===== config.mk =====
export PLATFORM = sky130hd
export DESIGN_NAME = keypad_scan_ctrl
export DESIGN_NICKNAME = d
export VERILOG_FILES = /design/src/rtl/keypad_scan_ctrl.sv
export SDC_FILE = /design/constraint.sdc
export NUM_CORES = 1
export LEC_CHECK = 0
export BUFFER_PORTS_ARGS = -buffer_cell sky130_fd_sc_hd__buf_2
export CAP_MARGIN = 25
export CORE_MARGIN = 4
export CORE_UTILIZATION = 40
export CTS_BUF_LIST = sky130_fd_sc_hd__clkbuf_2
export DETAILED_ROUTE_END_ITERATION = 16
export SYNTH_ARGS = -nofsm -noshare
export SYNTH_HDL_FRONTEND = slang
export SYNTH_SLANG_ARGS = --single-unit

===== constraint.sdc =====
create_clock -name fin -period 4.4 [get_ports fin]
set_input_delay 0.44 -clock fin [delete_from_list [all_inputs] [get_ports fin]]
set_output_delay 0.44 -clock fin [all_outputs]
set_load 0.02 [all_outputs]

===== src/rtl/keypad_scan_ctrl.sv =====
// keypad_scan_ctrl: column-scanned keypad with frame debounce, key map,
// digit entry buffer and 7-segment decode of the newest digit.
//   fin       : clock, rising edge
//   rst       : async active-high reset
//   touch_key : row returns, MSB = row 0
//   scan_key  : one-hot column drive, MSB = column 0
//   key_valid : 1-cycle pulse per accepted press
//   key_code  : last accepted code, held
//   key_held  : debounced key down
//   enter     : 1-cycle pulse when '#' (code 11) accepted
//   digits    : entry buffer, [3:0] newest, 4'hF blank
//   seg_S     : active-low 7-seg image of digits[3:0]
module keypad_scan_ctrl #(
  parameter int COLS      = 3,
  parameter int ROWS      = 4,
  parameter int DIV_W     = 16,
  parameter int DEBOUNCE  = 3,
  parameter int DIGITS    = 4,
  parameter int MAP_PHONE = 1
) (
  input  logic                fin,
  input  logic                rst,
  input  logic [ROWS-1:0]     touch_key,
  output logic [COLS-1:0]     scan_key,
  output logic                key_valid,
  output logic [3:0]          key_code,
  output logic                key_held,
  output logic                enter,
  output logic [4*DIGITS-1:0] digits,
  output logic [6:0]          seg_S
);

  localparam int CW = (COLS > 1) ? $clog2(COLS) : 1;
  localparam int DW = 4 * DIGITS;
  localparam logic [CW-1:0] LAST_COL = CW'(COLS - 1);
  localparam logic [3:0] DEB = 4'(DEBOUNCE);

  typedef enum logic [1:0] {
    IDLE,
    PRESSED,
    RELEASING
  } state_t;

  state_t state, state_n;

  logic [DIV_W-1:0] div_cnt;
  logic [CW-1:0]    col;
  logic             tick;
  logic             frame_end;

  assign tick      = &div_cnt;
  assign frame_end = tick && (col == LAST_COL);

  always_ff @(posedge fin or posedge rst) begin
    if (rst) begin
      div_cnt  <= '0;
      col      <= '0;
      scan_key <= {1'b1, {(COLS-1){1'b0}}};
    end else begin
      div_cnt <= div_cnt + DIV_W'(1);
      if (tick) begin
        scan_key <= {scan_key[0], scan_key[COLS-1:1]};
        col      <= (col == LAST_COL) ? '0 : col + CW'(1);
      end
    end
  end

  // Column hit: exactly one row return set.
  logic       one_row;
  logic [3:0] row_idx;
  logic [3:0] hit_idx;

  always_comb begin
    row_idx = '0;
    for (int i = 0; i < ROWS; i++)
      if (touch_key[i]) row_idx = 4'(ROWS - 1 - i);
  end

  assign one_row = (touch_key != '0) &&
    ((touch_key & (touch_key - ROWS'(1))) == '0);
  assign hit_idx = 4'(int'(row_idx) * COLS + int'(col));

  // Per-frame hit accumulator: 0 hits, 1 hit, or 2 = many.
  logic [1:0] acc_n, f_n;
  logic [3:0] acc_idx, f_idx;
  logic       cand_vld;
  logic [3:0] cand_idx;

  always_comb begin
    f_n   = acc_n;
    f_idx = acc_idx;
    if (one_row) begin
      if (acc_n == 2'd0) begin
        f_n   = 2'd1;
        f_idx = hit_idx;
      end else begin
        f_n = 2'd2;
      end
    end
  end

  assign cand_vld = (f_n == 2'd1);
  assign cand_idx = f_idx;

  always_ff @(posedge fin or posedge rst) begin
    if (rst) begin
      acc_n   <= '0;
      acc_idx <= '0;
    end else if (tick) begin
      acc_n   <= frame_end ? 2'd0 : f_n;
      acc_idx <= f_idx;
    end
  end

  // Stability of the frame candidate across frames.
  logic       prev_vld;
  logic [3:0] prev_idx;
  logic [3:0] stab, stab_n;
  logic       same, stable;

  assign same = (cand_vld == prev_vld) &&
    (!cand_vld || (cand_idx == prev_idx));

  always_comb begin
    stab_n = 4'd1;
    if (same) stab_n = (stab == 4'hF) ? 4'hF : stab + 4'd1;
  end

  assign stable = (stab_n >= DEB);

  always_ff @(posedge fin or posedge rst) begin
    if (rst) begin
      prev_vld <= 1'b0;
      prev_idx <= '0;
      stab     <= '0;
    end else if (frame_end) begin
      prev_vld <= cand_vld;
      prev_idx <= cand_idx;
      stab     <= stab_n;
    end
  end

  function automatic logic [3:0] map_code(input logic [3:0] idx);
    logic [3:0] c;
    c = idx;
    if (MAP_PHONE != 0) begin
      if (idx < 4'd9)        c = idx + 4'd1;
      else if (idx == 4'd9)  c = 4'd10;
      else if (idx == 4'd10) c = 4'd0;
      else                   c = idx;
    end
    return c;
  endfunction

  logic [3:0] held_idx;
  logic [3:0] new_code;
  logic       accept;

  assign new_code = map_code(cand_idx);

  always_ff @(posedge fin or posedge rst) begin
    if (rst) state <= IDLE;
    else     state <= state_n;
  end

  always_comb begin
    state_n = state;
    accept  = 1'b0;
    if (frame_end) begin
      unique case (state)
        IDLE: begin
          if (cand_vld && stable) begin
            state_n = PRESSED;
            accept  = 1'b1;
          end
        end
        PRESSED: begin
          if (!cand_vld || (cand_idx != held_idx))
            state_n = RELEASING;
        end
        RELEASING: begin
          if (cand_vld && (cand_idx == held_idx)) begin
            state_n = PRESSED;
          end else if (stable) begin
            // Stable NONE releases; stable other key is a rollover press.
            state_n = cand_vld ? PRESSED : IDLE;
            accept  = cand_vld;
          end
        end
        default: state_n = IDLE;
      endcase
    end
  end

  assign key_held = (state != IDLE);

  always_ff @(posedge fin or posedge rst) begin
    if (rst) begin
      held_idx  <= '0;
      key_valid <= 1'b0;
      enter     <= 1'b0;
      key_code  <= '0;
      digits    <= '1;
    end else begin
      key_valid <= accept;
      enter     <= accept && (new_code == 4'd11);
      if (accept) begin
        held_idx <= cand_idx;
        key_code <= new_code;
        if (new_code < 4'd10)
          digits <= (digits << 4) | DW'(new_code);
        else if (new_code == 4'd10)
          digits <= '1;
      end
    end
  end

  always_comb begin
    unique case (digits[3:0])
      4'd0:    seg_S = 7'b1000000;
      4'd1:    seg_S = 7'b1111001;
      4'd2:    seg_S = 7'b0100100;
      4'd3:    seg_S = 7'b0110000;
      4'd4:    seg_S = 7'b0011001;
      4'd5:    seg_S = 7'b0010010;
      4'd6:    seg_S = 7'b0000011;
      4'd7:    seg_S = 7'b1111000;
      4'd8:    seg_S = 7'b0000000;
      4'd9:    seg_S = 7'b0010000;
      default: seg_S = 7'b1111111;
    endcase
  end

endmodule


==> results of run 1 <==
-- cells by family after synthesis --
| family | count (synthesis) | share of synthesized area |
|---|---|---|
| compound gates | 106 | 0.207 |
| xor+xnor | 22 | 0.0517 |
| fa+ha+maj | 14 | 0.0511 |
| buf+inv | 42 | 0.0484 |
| flops | 64 | 0.436 |
| mux | 12 | 0.0349 |
| simple gates | 126 | 0.171 |
-- how the worst max path moves through the flow --
stage                      start          end  slack [ps]  depth (start not counted)
global route              col[1]  held_idx[0]         720                         10
finish                    col[1]  held_idx[0]         900                         11
floorplan           touch_key[1]  held_idx[0]         990                         14
global placement    touch_key[1]  held_idx[1]         630                         15
detailed placement  touch_key[1]  held_idx[3]         540                         15
CTS                       col[1]  held_idx[0]         900                         11
-- power by group --
| group | switching (mW) | internal [mW] | leakage [nW] | total (mW) |
|---|---|---|---|---|
| Sequential | 0.00182 | 0.591 | 0.733 | 0.592 |
| Combinational | 0.102 | 0.0504 | 1.02 | 0.152 |
| Clock | 0.218 | 0.130 | 0.0677 | 0.348 |
| Total | 0.321 | 0.771 | 1.82 | 1.09 |
-- final cells by class --
cell class	instances	area, um^2
clock inverter	6	60.1
inverter	26	97.6
sequential	64	1620
clock buffer	10	50.0
tap	108	135
multi-input combinational	280	1930
fill	854	4750
timing repair buffer	45	243
-- critical path, delay by kind of cell, from the launching register on --
| family | cells | cell delay, ps |
|---|---|---|
| and+or+nand+nor | 3 | 690 |
| DFF | 1 | 460 |
| buffers and inverters | 2 | 410 |
| AOI/OAI and AO/OA | 2 | 500 |
| xor gates and xnor gates | 1 | 160 |
| muxes | 1 | 360 |
| adders and majority gates | 2 | 820 |
-- placed cells by master (no fill, tap or decap), drive strengths merged, types with 4 or more instances in the layout --
cell type / instances
and2: 4
nor4b: 5
nor3: 9
inv: 26
dfrtp: 47
dfstp: 17
o21ai: 30
and3: 6
mux2: 8
buf: 45
nand4: 4
a21oi: 20
nand3: 11
nand2: 31
or2: 5
clkbuf: 10
xor2: 9
nor4: 5
nor2: 34
nand2b: 4
xnor2: 13
mux2i: 4
a211oi: 28
ha: 12
-- metal layers --
layer	track usage	vias up	routed length (um)
met3	0.0329	12	277
met4	0.0646	0	138
li1	-	1461	-
met5	0	-	0
met2	0.229	47	3500
met1	0.199	1410	3830
-- state kept, by name, summed over array words and instances (netlist names) --
signal	cells
digits	16
div_cnt	16
acc_idx	4
held_idx	4
key_code	4
prev_idx	4
stab	4
scan_key	3
acc_n	2
col	2
state	2
enter	1
key_valid	1
prev_vld	1
-- through the flow --
stage | area [um^2] | hold WS, ps
after floorplan | 3720 | 422
after global placement | 4030 | 445
after detailed placement | 4030 | 451
after CTS | 4140 | 137
after global routing | 4140 | 178
final | 4140 | 141
==> qor.yml, run 1 <==
logic_synthesis:
  syn_inst: 386
  ys_types: 57
  ys_seq_elements: 64
  avgSynthCellArea_um2: 9.65
  syn_area_mm2: 0.00372
  synth_top_area_share: 0.316
  async_flop_share: 1.00
  yosysWarnings: 0
  ys_top_cells_by_area: "dfrtp_1 32%, dfstp_2 12%, ha_1 4.0%"
  synth_most_common_cell: "dfrtp_1"
  syn-num-nets: 406
  synth_flop_cell: "dfrtp_1"
  synth_edf_count: 0
  synth_area_leader_cell: "dfrtp_1"
  synthTopCellsByCount: "47 x dfrtp_1, 34 x nor2_1, 30 x nand2_1"
  yosysSeqAreaShare: 0.436
run:
  maxCapViolCount: 0
timing:
  worst_slack_ps: 903
  finalHoldViolations: 0
  slew_headroom: 0.470
  worstMarginPinSlew_ps: 795
  finalCriticalPeriod_ps: 3500
  timing_max_transition_violations_final: 0
  setup_tns_ps: 0
  finalClockSkew_ps: 29.8
  max_freq_ghz: 0.286
  rsz0062_at_grt: "false"
  setup_viol: 0
  fin_crit_sh: 0.795
cells_and_area:
  fin_cells: 539
  n_antenna_cell: 0
  synthToLayoutAreaGrowth_pct: 11.1
  drive_gt1_frac: 0.265
  final_util: 0.465
  nets: 446
clocking:
  clockBufferDepth: 2
  cts_setup_buffers: 0
  hold_buffers: 0
  cts_buffers: 9
  clk_latency_ps: 500
  clk_pin_slew_ps: 200
  cts_tree: "built"
  cts_root_buffer: "clkbuf_2"
  htreeDepth: 3
  clock_sinks: 64
  cts_resized: 0
floorplan:
  num_rows: 34
  ios: 39
  die-area_mm2: 0.0109
  coreArea_mm2: 0.00889
  initial_core_util: 0.419
  fp.dieW_um: 105
  die_y_um: 105
pwr:
  p_leak_nw: 1.82
  finalPower_mw: 1.09
  ir_drop_mv: 0.113
  power_density_mw_per_mm2: 264
worst_setup_path:
  r2r_start: "col[1]"
  criticalPathCategory: "register to register"
  worstSetupEndpointType: "register"
  critical_path.cell_chain: "fa_1 > ha_1 > nand2_1 > nor2_1 > a21oi_2 > inv_2 > xor2_1 > or4b_4 > a211oi_4 > buf_4 > mux2_2"
  r2r_cells: 11
  critPathLaunchType: "register"
  cp.required_ps: 4780
  slowest_stage: "or4b_4"
  crit_arrival_ps: 3880
  cpPeakStageDelay_ps: 570
  reg2reg_to: "held_idx[0]"
  cp_max_fo: 19
  r2r_setup_slack_ps: 900
hold_path:
  hold_class: "input port to async pin"
routing:
  dr.pass1.iters: 4
  drc: 0
  dr_total_vias: 2930
  wirelength_um: 7740
  via_per_inst: 5.44
  ant_nets: 0
  wire_per_inst_um: 14.4
  drt_iter0_drc: 139
global_route:
  grt_pass1_wl_um: 13400
  grt_use_total: 0.148
  grt_max_degree: 65
  antenna_found_initial: 0
  grt_pass1_vias: 2775
  grt.overflow.total: 0
place:
  place_ws_ps: 538
  dpl.cell_count: 523
  dpl.hpwl_um: 5450
  globalplace.congestion: 0.823
  io_buffers: 38
outcome:
  status: "complete, no violations"
No activity file was read; power rests on OpenSTA's default activity.
==> run 2: changes to the inputs <==
- clock period: 4.4 -> 3 ns (I/O delays scaled with it)
==> run 2 against run 1 <==
Compared with the run above:
- the flow now finishes with violations (negative setup slack)
- clock skew fell by 8.5 ps
- total power rose by 55%
- sequential share of layout area fell by 6.8 points
- clock power rose by 26%
- final cell count rose by 12%
- largest cell class unchanged
- via count rose by 9.6%
- maximum frequency rose by 7.9%
- flip-flop and latch count did not move
==> qor.yml, run 2 (same netlist as run 1, synthesis figures left out) <==
cells_and_area:
  synthToLayoutAreaGrowth_pct: 34.5
  final_util: 0.564  # +0.0982
  nets: 509  # +14%
  final_common_cell: "buf_4"
  drive_gt1_frac: 0.451  # +0.187
  n_antenna_cell: 0  # unchanged
  mostFrequentLayoutCells: "54 x buf_4, 47 x dfrtp_1, 38 x buf_2, 32 x nor2_1, 28 x nand2_1"
  fin_area_mm2: 0.00501  # +21%
  reg.largest.list: "digits x16, div_cnt x16"
  fin_cells: 602  # +12%
floorplan:
  die_y_um: 105  # unchanged
  coreArea_mm2: 0.00889  # unchanged
  initial_core_util: 0.419  # unchanged
  die-area_mm2: 0.0109  # unchanged
  ios: 39  # unchanged
  num_rows: 34  # unchanged
  fp.dieW_um: 105  # unchanged
clocking:
  clockBufferDepth: 2  # unchanged
  clk_latency_ps: 520  # +20 ps
  cts_root_buffer: "clkbuf_2"
  clock_sinks: 64  # unchanged
  clk_pin_slew_ps: 190  # about the same
  cts_buffers: 9  # unchanged
  htreeDepth: 3  # unchanged
  cts_tree: "built"
worst_setup_path:
  criticalPathCategory: "register to register"
  critPathLaunchType: "register"
  cp_max_fo: 6  # -13
  cp.required_ps: 3450  # -1330 ps
  r2r_cells: 15  # +4
  crit_arrival_ps: 3690  # -190 ps
  worstSetupEndpointType: "register"
routing:
  drt_iter0_drc: 132  # -5.0%
  ant_nets: 0  # unchanged
  dr.pass1.iters: 4  # unchanged
  drc: 0  # unchanged
  via_per_inst: 5.33  # -1.9%
  wire_per_inst_um: 15.2  # +5.6%
  dr_total_vias: 3210  # +9.6%
  wirelength_um: 9130  # +18%
global_route:
  grt_use_total: 0.169  # +0.0215
  grt_pass1_vias: 3170  # +14%
  grt.overflow.total: 0  # unchanged
  grt_pass1_wl_um: 15300  # +14%
  antenna_found_initial: 0  # unchanged
  grt_max_degree: 28  # -57%
timing:
  fin_crit_sh: 1.08  # +0.286
  finalHoldViolations: 0  # unchanged
  timing_max_transition_violations_final: 0  # unchanged
  slew_headroom: 0.617  # +0.147
  max_freq_ghz: 0.308  # +7.9%
  setup_viol: 30  # +30
  hold_slack_ps: 288  # +147 ps
  worst_slack_ps: -243  # -1150 ps
  rsz0062_at_grt: "true"
  finalCriticalPeriod_ps: 3240  # -255 ps
  worstMarginPinSlew_ps: 569  # -226 ps
  setup_tns_ps: -5130  # -5130 ps
  finalClockSkew_ps: 21.2  # -8.55 ps
run:
  maxCapViolCount: 0  # unchanged
pwr:
  pwr-share-seq: 0.512  # -0.030
  finalPower_mw: 1.70  # +55%
  p_switching_mw: 0.541  # +69%
  p_leak_nw: 2.21  # +21%
  clkPwrFrac: 0.258  # -0.061
  power_density_mw_per_mm2: 339  # +28%
  p_int_mw: 1.16  # +50%
  ir_drop_mv: 0.204  # +81%
  sw_frac_of_total: 0.319  # +0.0248
  power_frac_comb: 0.231  # +0.092
place:
  place_ws_ps: -505  # -1040 ps
  globalplace.congestion: 0.882  # +7.2%
  dpl.cell_count: 575  # +9.9%
  io_buffers: 38  # unchanged
  place_area_mm2: 0.00450  # +12%
  dpl.hpwl_um: 6320  # +16%
hold_path:
  hold_class: "input port to async pin"
outcome:
  violations: "negative setup slack"
  status: "finished, violations left"
[run 2: power groups by stage]
stage	clock [mW]	sequential, mW	combinational [mW]
finish	0.438	0.869	0.392
global route	0.494	0.870	0.423
CTS	0.458	0.869	0.352
detailed placement	0	0.883	0.301
global placement	0	0.883	0.298
floorplan	0	0.882	0.180
[run 2: what timing repair did]
action | CTS | global route
resized for setup | 48 | 22
endpoints found under the setup margin | 32 | 32
pin swaps | 10 | 15
cloned | 1 | 1
hold buffers | 1 | 0
buffers inserted | 5 | 3
hold endpoints to repair | 18 | 0
[run 2: metal layers]
layer	share of wire	GRT usage	wire length, um	vias up
met2	0.49	0.278	4480	52
met1	0.47	0.224	4250	1553
met4	0.016	0.0598	147	0
met3	0.028	0.0335	258	13
li1	-	-	-	1592
met5	0	0	0	-
[run 2: cell type report]
type	instances	area (um^2)
clock buffers	11	55.1
flip-flops and latches	64	1620
fillers	755	3880
well taps	108	135
multi-input cells	280	2240
clock inverters	5	26.3
inverters	26	97.6
repair buffers	108	831
[run 2: critical path: stages (launching register included)]
cell	delay, ps
dfrtp_1	440
fa_1	550
ha_4	210
nand2_2	60
nor2_2	40
a21oi_2	140
buf_4	140
inv_2	40
xor2_1	130
or4b_4	600
a211oi_4	180
buf_6	160
buf_12	130
buf_6	120
nor2_1	50
a211oi_2	180
[run 2: final timing paths]
kind,startpoint,endpoint,slack [ps]
setup / recovery,col[1],digits[12],-240
hold / removal,rst,div_cnt[14],290
setup reg to reg,col[1],digits[12],-240
hold reg to reg,div_cnt[0],div_cnt[0],460
max in group asynchronous,rst,digits[2],1950
min in group fin,div_cnt[0],div_cnt[0],460
==> run 3: changes to the inputs <==
- TNS_END_PERCENT: unset -> 30
==> run 3 against run 2 <==
Compared with the run above:
- the flow still finishes with violations (negative setup slack)
- critical endpoint is now held_idx[2]
- maximum frequency decreased by 0.27%
- flip-flop and latch count unchanged
- clock skew increased by 15 ps
- hold slack improved by 94 ps
- sequential share of layout area increased by 0.59 points
==> qor.yml, run 3 (same netlist as run 1, synthesis figures left out) <==
run:
  maxCapViolCount: 0  # unchanged
timing:
  setup_tns_ps: -4800  # +336 ps
  slew_headroom: 0.586  # -0.0311
  rsz0062_at_grt: "true"
  setup_viol: 31  # +3.3%
  finalCriticalPeriod_ps: 3250  # +8.71 ps
  max_freq_ghz: 0.308  # -0.27%
  hold_slack_ps: 382  # +93.5 ps
  timing_max_transition_violations_final: 0  # unchanged
  finalClockSkew_ps: 36.3  # +15.1 ps
  worst_slack_ps: -251  # -8.71 ps
  worstMarginPinSlew_ps: 620  # +51.0 ps
  fin_crit_sh: 1.08  # +0.00290
  finalHoldViolations: 0  # unchanged
routing:
  drt_iter0_drc: 132  # unchanged
  drc: 0  # unchanged
  ant_nets: 0  # unchanged
  wire_per_inst_um: 14.8  # -2.4%
  dr.pass1.iters: 4  # unchanged
  wirelength_um: 8850  # -3.0%
  dr_total_vias: 3186  # -0.75%
  via_per_inst: 5.33  # about the same
pwr:
  p_leak_nw: 2.18  # -1.3%
  ir_drop_mv: 0.205  # +0.57%
  power_density_mw_per_mm2: 342  # +1.0%
  finalPower_mw: 1.68  # -0.82%
cells_and_area:
  mostFrequentLayoutCells: "52 x buf_4, 47 x dfrtp_1, 38 x buf_2, 33 x nor2_1, 29 x nand2_1"
  fin_area_mm2: 0.00492  # -1.8%
  n_antenna_cell: 0  # unchanged
  final_common_cell: "buf_4"
  nets: 505  # -0.79%
  synthToLayoutAreaGrowth_pct: 32.1
  drive_gt1_frac: 0.427  # -0.0249
  fin_cells: 598  # -0.66%
  final_util: 0.553  # -0.0101
  n_fill_cell: 772  # +2.3%
  reg.largest.list: "digits x16, div_cnt x16"
floorplan:
  initial_core_util: 0.419  # unchanged
  die-area_mm2: 0.0109  # unchanged
  num_rows: 34  # unchanged
  coreArea_mm2: 0.00889  # unchanged
  ios: 39  # unchanged
  fp.dieW_um: 105  # unchanged
  die_y_um: 105  # unchanged
clocking:
  cts_tree: "built"
  clk_pin_slew_ps: 200  # about the same
  cts_buffers: 9  # unchanged
  clockBufferDepth: 2  # unchanged
  cts_root_buffer: "clkbuf_2"
  clk_latency_ps: 510  # about the same
  htreeDepth: 3  # unchanged
  clock_sinks: 64  # unchanged
worst_setup_path:
  critPathLaunchType: "register"
  cp.required_ps: 3400  # -50 ps
  cp_max_fo: 8  # +2
  crit_arrival_ps: 3650  # -40 ps
  worstSetupEndpointType: "register"
  criticalPathCategory: "register to register"
place:
  place_ws_ps: -529  # -24.4 ps
  place_area_mm2: 0.00448  # -0.47%
  globalplace.congestion: 0.828  # -6.1%
  dpl.hpwl_um: 6210  # -1.7%
  io_buffers: 38  # unchanged
  dpl.cell_count: 570  # -0.87%
global_route:
  grt.overflow.total: 0  # unchanged
  grt_pass1_vias: 3118  # -1.6%
  grt_pass1_wl_um: 14800  # -3.3%
  grt_max_degree: 38  # +36%
  antenna_found_initial: 0  # unchanged
  grt_use_total: 0.164  # -0.00568
hold_path:
  hold_class: "input port to async pin"
outcome:
  violations: "negative setup slack"
  status: "finished, violations left"
## run 3: power breakdown
group	switching, mW	internal [mW]
logic	0.206	0.178
clock network	0.317	0.114
registers	0.00296	0.866
total	0.526	1.16
## run 3: worst max-delay path, stage by stage, from the launching register on
cell,delay [ps]
dfrtp_1,430
fa_1,550
ha_4,140
inv_2,30
fa_2,330
and3_4,190
o21ai_2,100
or4b_4,510
a211oi_4,300
buf_6,150
clkbuf_16,140
mux2_4,290
## run 3: what timing repair did
action	in CTS	in global routing
pin swaps	1	13
hold endpoints to repair	11	0
hold buffers	1	0
cloned	0	2
resized for setup	15	38
buffers inserted	2	7
setup endpoints to repair	32	32
## run 3: worst paths after layout
path,startpoint,endpoint,cells after the start,slack [ps]
worst max-delay path,col[1],held_idx[2],11,-250
worst min-delay path,rst,key_code[2],3,380
worst max register to register,col[1],held_idx[2],11,-250
worst min register to register,div_cnt[0],div_cnt[0],1,460
max in group asynchronous,rst,scan_key[2],4,1920
min in group fin,div_cnt[0],div_cnt[0],1,460
## run 3: area by class of cell
| class | count | area (um^2) | area share |
|---|---|---|---|
| Multi-Input combinational cell | 280 | 2180 | 0.442 |
| Sequential cell | 64 | 1620 | 0.330 |
| Timing Repair Buffer | 104 | 808 | 0.164 |
| Tap cell | 108 | 135 | 0.0275 |
| Inverter | 26 | 97.6 | 0.0198 |
| Clock buffer | 12 | 60.1 | 0.0122 |
| Clock inverter | 4 | 21.3 | 0.00432 |
## run 3: per-layer routing
metal  routed length [um]  global-route usage
met1                 4210               0.222
met2                 4290               0.264
met3                  206              0.0279
met4                  153              0.0608
met5                    0                   0
